### src/rtl/sdram_arbiter.sv
// sdram_arbiter: round-robin two-port arbiter issuing one SDRAM command at a time with timeout abort
module sdram_arbiter #(
    parameter int ADDR_W  = 26,
    parameter int DATA_W  = 16,
    parameter int TIMEOUT = 1023
) (
    input  logic              i_clk,
    input  logic              i_rst,
    input  logic              i_req0,
    input  logic              i_req1,
    input  logic              i_we0,
    input  logic              i_we1,
    input  logic [ADDR_W-1:0] i_addr0,
    input  logic [ADDR_W-1:0] i_addr1,
    input  logic [DATA_W-1:0] i_wdata0,
    input  logic [DATA_W-1:0] i_wdata1,
    output logic              o_gnt0,
    output logic              o_gnt1,
    output logic              o_done0,
    output logic              o_done1,
    output logic              o_err,
    output logic [DATA_W-1:0] o_rdata,
    output logic              o_busy,
    output logic              o_sdram_write,
    output logic              o_sdram_read,
    output logic [ADDR_W-1:0] o_sdram_addr,
    output logic [DATA_W-1:0] o_sdram_wdata,
    input  logic [DATA_W-1:0] i_sdram_data,
    input  logic              i_sdram_valid
);
    localparam int CW = $clog2(TIMEOUT);
    typedef enum logic [1:0] {IDLE, ISSUE, DONE} state_t;
    state_t          r_state;
    logic            r_last;
    logic            r_owner;
    logic [CW-1:0]   r_cnt;
    logic            w_win;
    logic            w_we;
    // Requester 1 wins unless requester 0 also asks and 1 was served last
    assign w_win  = i_req1 & ~(i_req0 & r_last);
    assign w_we   = w_win ? i_we1 : i_we0;
    assign o_busy = r_state != IDLE;
    always_ff @(posedge i_clk) begin
        if (i_rst) begin
            r_state       <= IDLE;
            r_last        <= 1'b1;
            r_owner       <= 1'b0;
            r_cnt         <= '0;
            o_gnt0        <= 1'b0;
            o_gnt1        <= 1'b0;
            o_done0       <= 1'b0;
            o_done1       <= 1'b0;
            o_err         <= 1'b0;
            o_rdata       <= '0;
            o_sdram_write <= 1'b0;
            o_sdram_read  <= 1'b0;
            o_sdram_addr  <= '0;
            o_sdram_wdata <= '0;
        end else begin
            case (r_state)
                IDLE: if (i_req0 | i_req1) begin
                    r_state       <= ISSUE;
                    r_owner       <= w_win;
                    r_last        <= w_win;
                    r_cnt         <= '0;
                    o_gnt0        <= ~w_win;
                    o_gnt1        <= w_win;
                    o_sdram_write <= w_we;
                    o_sdram_read  <= ~w_we;
                    o_sdram_addr  <= w_win ? i_addr1 : i_addr0;
                    o_sdram_wdata <= w_win ? i_wdata1 : i_wdata0;
                end
                ISSUE: begin
                    o_gnt0 <= 1'b0;
                    o_gnt1 <= 1'b0;
                    // A valid on the final counted cycle still completes normally
                    if (i_sdram_valid || r_cnt == CW'(TIMEOUT - 1)) begin
                        r_state       <= DONE;
                        o_err         <= ~i_sdram_valid;
                        o_done0       <= ~r_owner;
                        o_done1       <= r_owner;
                        o_sdram_write <= 1'b0;
                        o_sdram_read  <= 1'b0;
                        if (i_sdram_valid && o_sdram_read) o_rdata <= i_sdram_data;
                    end else begin
                        r_cnt <= r_cnt + 1'b1;
                    end
                end
                DONE: begin
                    r_state <= IDLE;
                    o_done0 <= 1'b0;
                    o_done1 <= 1'b0;
                    o_err   <= 1'b0;
                end
                default: r_state <= IDLE;
            endcase
        end
    end
endmodule

### config.mk
export PLATFORM = sky130hd
export DESIGN_NAME = sdram_arbiter
export DESIGN_NICKNAME = d
export VERILOG_FILES = /design/src/rtl/sdram_arbiter.sv
export SDC_FILE = /design/constraint.sdc
export NUM_CORES = 1
export LEC_CHECK = 0
export CAP_MARGIN = 20
export CORE_MARGIN = 1.5
export CORE_UTILIZATION = 38
export CTS_CLUSTER_DIAMETER = 50
export DETAILED_ROUTE_END_ITERATION = 6
export GPL_TIMING_DRIVEN = 0
export PLACE_DENSITY_LB_ADDON = 0.3
export SYNTH_ARGS = -nofsm -noshare
export SYNTH_HDL_FRONTEND = slang
export SYNTH_SLANG_ARGS = --single-unit
### constraint.sdc
create_clock -name i_clk -period 2 [get_ports i_clk]
set_clock_uncertainty 0.15 [all_clocks]
set_input_delay 0.6 -clock i_clk [delete_from_list [all_inputs] [get_ports i_clk]]
set_output_delay 0.6 -clock i_clk [all_outputs]
set_load 0.01 [all_outputs]
==> summary.txt <==
Post-synthesis sequential area ratio = 50.9%
Crit Path Max Fanout = 10
Gr ovfl total = 0
Initial antenna violation count = 0
Syn avg cell area = 9.25 um^2
Pwr dens = 683 mW/mm^2
Share of post-route cells with drive strength above 1 = 10.6%
First DRT Iteration DRCs = 299
Sw power = 0.00102 W
CTS tree = built
Register bit total from synthesis = 79
Vias/cell = 5.46
Final Slew Violations = 0
Die Wd = 93.5 um
CTS Sinks = 79
Number of flops mapped to enable cells by yosys = 0
CTS clock-pin slew for the worst setup and hold paths = 90 ps
Max Cap Viol = 0
Clk network pwr share = 29.4%
Worst hold start = o_rdata[14]$_SDFFE_PP0P_
Worst setup SP type = input pin
Initial Util = 39.8%
DR pass1 iterations = 6
Via count = 3,442
Hpwl dp = 7.74 mm
# IOs = 173
Filler cells = 627
H-Tree Depth = 3
LEAKAGE = 2.82 nW
All-Layer GR Usage = 23.5%
Final Hold Vio Count = 0
Count of port buffers added during placement = 172
Ys async rst share = 0%
Nets@finish = 632
Largest net degree at the start of global routing = 14
Sw Ratio = 27.9%
Status = finished clean
CTS Buf Count = 9
Post-synth cell types = 43
Worst vdd ir = 0.422 mV
Post-synthesis cell area = 0.00311 mm^2
Met1 WL = 3.82 mm
Max Used Layer = met4
Vias in the first global route = 3,306
Setup Crit Path Kind = in -> reg
RR Startpoint = r_cnt[0]$_SDFFE_PP0P_
Final period util = 98.7%
Num rows = 32
DR WL met3 = 937 um
Endpoint class of the critical path = register
Worst slew margin = 66.9%
N_diodes = 0
Most used DFF post-synth = dfxtp_1
Number of synthesis warnings = 0
DRC = 0
Die height = 93.5 um
P&R area growth vs syn = 71.6%
Hold buffers post-CTS = 0
Clk buf depth = 2
Worst Setup SP = i_rst
CP required = 2070 ps
Worst-Skew Late Latency = 350 ps
Arr. time, crit path = 2040 ps
Internal = 0.00263 W
Die ar. = 0.00873 mm^2
Flop pwr share = 47.4%
Routed met2 length = 5.34 mm
Setup-failing EPs final = 0
First-pass GRT wire length = 15.9 mm
Tot Pwr = 0.00364 W
Fmax = 506 MHz
WHS = 302 ps
ANT nets after route = 0
Core box area = 0.00781 mm^2
Routability cong. = 0.886
RSZ-0062 raised after global routing = yes
Final WL = 10.4 mm
Combinational power share = 23.2%
Syn Nets = 445
Syn Inst Count = 336
Minimum clock period = 1970 ps
Drt wl/cell = 16.4 um
Least-Margin Pin Slew = 496 ps
Clock Root Buffer = clkbuf_8
Hold Crit Class = reg -> reg
worst max-delay path, cell delays in order:
cell and delay [ps]:
clkdlybuf4s50_1 620, clkbuf_2 310, clkbuf_1 410, a21oi_1 90
flip-flops by register name, indices dropped and copies added, names as in the netlist:
| name | cells |
|---|---|
| o_sdram_addr | 26 |
| o_sdram_write | 1 |
| r_cnt | 10 |
| o_sdram_read | 1 |
| r_owner | 1 |
| o_gnt1 | 1 |
| o_sdram_wdata | 16 |
| o_done1 | 1 |
| r_state | 2 |
| o_rdata | 16 |
| o_gnt0 | 1 |
| o_err | 1 |
| r_last | 1 |
| o_done0 | 1 |
per-stage QoR:
step	util (%)	setup TNS (ps)	setup slack, ps	area (um^2)	std cells
after floorplan	-	0	213	3110	336
after global placement	63.5	-39270	-572	4960	610
final	68.3	0	25.2	5340	630
after CTS	66.1	0	1.05	5160	628
after detailed placement	63.5	-42370	-618	4960	610
after global routing	68.3	-1040	-60.3	5340	630
final timing paths:
kind / end / slack [ps] / cells after the start
max reg2reg: o_sdram_write$_SDFFE_PP0P_ / 120 / 7
min reg2reg: o_rdata[14]$_SDFFE_PP0P_ / 300 / 2
min: o_rdata[14]$_SDFFE_PP0P_ / 300 / 2
max: o_rdata[3]$_SDFFE_PP0P_ / 30 / 4
cells in the final DEF (no fill, tap or decap), drive strengths merged, types with 8 or more instances in the layout:
master,count
a21oi,25
clkbuf,23
nand2,40
nor2,48
dfxtp,79
inv,8
nand3,14
a222oi,42
dlymetal6s2s,52
dlygate4sd2,17
buf,21
clkdlybuf4s50,103
cells by family (layout without fill, tap and decap cells):
kind of cell | Yosys count | count (layout) | share of synthesized area, %
flops | 79 | 79 | 50.9
compound gates | 93 | 93 | 24.3
buf+inv | 37 | 229 | 5.19
mux | 1 | 1 | 0.322
fa+ha+maj | 2 | 2 | 0.805
simple gates | 124 | 124 | 18.5
timing repair:
item,CTS,global route
gates resized for setup,36,64
hold endpoints to repair,0,0
buffers inserted,3,3
endpoints found under the setup margin,91,120
pin swaps,2,7
power groups by stage:
stage	clock, W	combinational [W]	sequential [W]
2_1_floorplan	0	0.000310	0.00180
3_3_place_gp	0	0.000829	0.00176
3_5_place_dp	0	0.000849	0.00176
4_1_cts	0.00108	0.000849	0.00173
5_1_grt	0.00116	0.000911	0.00174
6_report	0.00107	0.000846	0.00173
metal layers:
layer / GRT usage [%] / vias up
li1: - / 1636
met1: 25.4 / 1622
met2: 42.1 / 164
met3: 7.56 / 20
met4: 9.34 / 0
met5: 0 / -
synth_stat cells, drive strengths merged (3+ instances only):
| master | n | area (um^2) |
|---|---|---|
| dfxtp | 79 | 1580 |
| nand2b | 4 | 25.0 |
| nor2 | 48 | 183 |
| inv | 8 | 30.0 |
| a31oi | 6 | 37.5 |
| clkbuf | 15 | 56.3 |
| a222oi | 42 | 420 |
| o21ai | 5 | 25.0 |
| nand4 | 3 | 33.8 |
| or3 | 7 | 43.8 |
| a21oi | 25 | 129 |
| nand3 | 14 | 70.1 |
| nand2 | 40 | 158 |
| buf | 14 | 75.1 |
final cells by class:
type / instances / area, um^2 / area share (%)
timing repair buffer: 178 / 1880 / 35.2
sequential: 79 / 1580 / 29.7
multi-input combinational: 220 / 1390 / 26.1
buffer: 27 / 150 / 2.81
clock buffer: 11 / 141 / 2.65
tap: 102 / 128 / 2.39
clock inverter: 5 / 33.8 / 0.633
inverter: 8 / 30.0 / 0.563
(Power assumes the default switching activity.)
==> RTL edit, RTL diff (config.mk and constraints unchanged) <==
Re-encode `state_t` (3 states) as one-hot, 3 bits wide.
--- a/src/rtl/sdram_arbiter.sv
+++ b/src/rtl/sdram_arbiter.sv
@@ -29,7 +29,7 @@
     input  logic              i_sdram_valid
 );
     localparam int CW = $clog2(TIMEOUT);
-    typedef enum logic [1:0] {IDLE, ISSUE, DONE} state_t;
+    typedef enum logic [2:0] {IDLE = 3'b001, ISSUE = 3'b010, DONE = 3'b100} state_t;
     state_t          r_state;
     logic            r_last;
     logic            r_owner;
Function: no difference found for any inputs over 10 cycles, from zero or initial values and one cycle with i_rst high; not proved beyond that.
==> RTL edit against the unedited design <==
The run now ends with setup timing left. Total power is 15% higher. Via count up 2.3%. Final area is 7.8% higher. Routed wire length fell by 0.13%. Non-clock buffer count is 5 higher. Worst hold slack better by 0.0035 ns. Synthesized area up 9.9%. Sequential cell count up 1. Setup slack got worse by 0.085 ns.
==> RTL edit: results <==
status:
  status: "finished with violations"
  failed_checks: "setup timing"
cells_and_area:
  drive_gt1_share_pct: 11.8
  layout.nets: 680
  top_regs: "o_sdram_addr (26), o_rdata (16), o_sdram_wdata (16)"
  antenna_cells: 0
clocking:
  clk_latency_ns: 0.34
  clk_pin_slew_worst_paths_ns: 0.08
pwr:
  p_leak_nw: 2.67
  ir_drop_uv: 430
sta:
  setup_viol: 2
  max_slew.worst_pin.slew_ns: 0.506
  fin_ws_ns: -0.0594
placed_design:
  io_buffers: 171
  place.gp.congestion: 0.811
  dpl.hpwl_um: 7730
grt:
  grt_usage_pct: 21.1
  met1_usage_pct: 23.7
  grt.met3_usage_pct: 5.44
  grt_pass1_vias: 3396
  use_met2_pct: 38.7
  grt_pass1_wl_um: 16400
  grt_max_degree: 14
worst_setup_path:
  cpMaxStageDelayCell: "or4b_4"
  cp_top_family: "simple AND/OR/NAND/NOR gates"
  critPathMaxFanout: 9
  cpPeakStageDelay_ns: 0.49
  worst_ep_arrival_time_ns: 2.14
job:
  drv.max_cap_violation_count: 0
logic_synthesis:
  yosys-top-cells-area: "dfxtp_1 47%, mux2i_1 13%, a211oi_1 9.4%"
  synthTopCellsByCount: "80 x dfxtp_1, 51 x nor2_1, 44 x mux2i_1, 43 x a211oi_1, 42 x nand2_1"
  syn_area_um2: 3420
  synth_top_area_share_pct: 46.9
  synth_cell_types: 42
  async_flop_share_pct: 0
  ys_seq_area_share_pct: 46.9
  synthesis.nets: 488
routing:
  vias_per_cell: 5.15
  drtIter0Drc: 75
  drt_first_pass_iters: 4
  wire_per_inst_um: 15.1
min_path:
  hold_path.class: "flip-flop to flip-flop"
[RTL edit: final cells by class]
cell class / count / area [um2]
Inverter: 4 / 15.0
Buffer: 29 / 171
Clock inverter: 5 / 78.8
Multi-Input combinational cell: 266 / 1780
Clock buffer: 11 / 141
Timing Repair Buffer: 181 / 1820
Fill cell: 742 / 2970
Sequential cell: 80 / 1610
Tap cell: 108 / 135
[RTL edit: logic make-up after synthesis]
logic type / share of synthesized area (%)
AND/OR/NAND/NOR: 17.6
AO/OA/AOI/OAI: 17.7
multiplexers: 13.2
flip-flops: 46.9
adder cells (fa/ha/maj): 0.732
buffers and inverters: 3.92
[RTL edit: metrics by stage]
stage	setup TNS (ns)	hold WS (ns)	cell area, um2	setup slack (ns)	instances
finish	-0.0707	0.305	5750	-0.0594	684
global route	-0.206	0.329	5750	-0.0930	684
CTS	-0.0582	0.308	5520	-0.0478	675
detailed placement	-44.05	0.296	5270	-0.907	658
global placement	-42.03	0.291	5270	-0.897	658
floorplan	-0.273	0.288	3420	-0.213	379
[RTL edit: path summary, 6_finish.rpt]
path	from	end	slack, ns	cells past startpoint
worst max-delay path	i_sdram_valid	r_cnt[9]	-0.06	6
worst min-delay path	o_rdata[1]	o_rdata[1]	0.31	2
worst max register to register	r_state[2]	r_cnt[9]	-0.06	5
worst min register to register	o_rdata[1]	o_rdata[1]	0.31	2
[RTL edit: report_power, final]
part	switching [W]	total, W	internal, W
registers	0.0000771	0.00181	0.00174
clock network	0.000582	0.00132	0.000739
logic	0.000484	0.00105	0.000571
total	0.00114	0.00419	0.00305
[RTL edit: worst reg2reg max path, cell delays in order (launching register included)]
cell and delay [ns]:
dfxtp_4 0.36, or4b_4 0.54, buf_6 0.14, or4b_4 0.49, o2111ai_2 0.17, o31ai_1 0.09
[RTL edit: what timing repair did]
item,CTS,global route
gates resized for setup,63,59
pin swaps,1,4
hold buffers,0,0
endpoints found under the setup margin,107,94
buffers inserted,1,9
hold endpoints to repair,0,0
gates cloned,0,0
[RTL edit: routing by layer]
metal,vias up,share of wire (%),wire length (um)
met2,132,52,5410
li1,1748,-,-
met3,13,8.1,840
met5,-,0,0
met4,0,1.5,152
met1,1628,38,3940
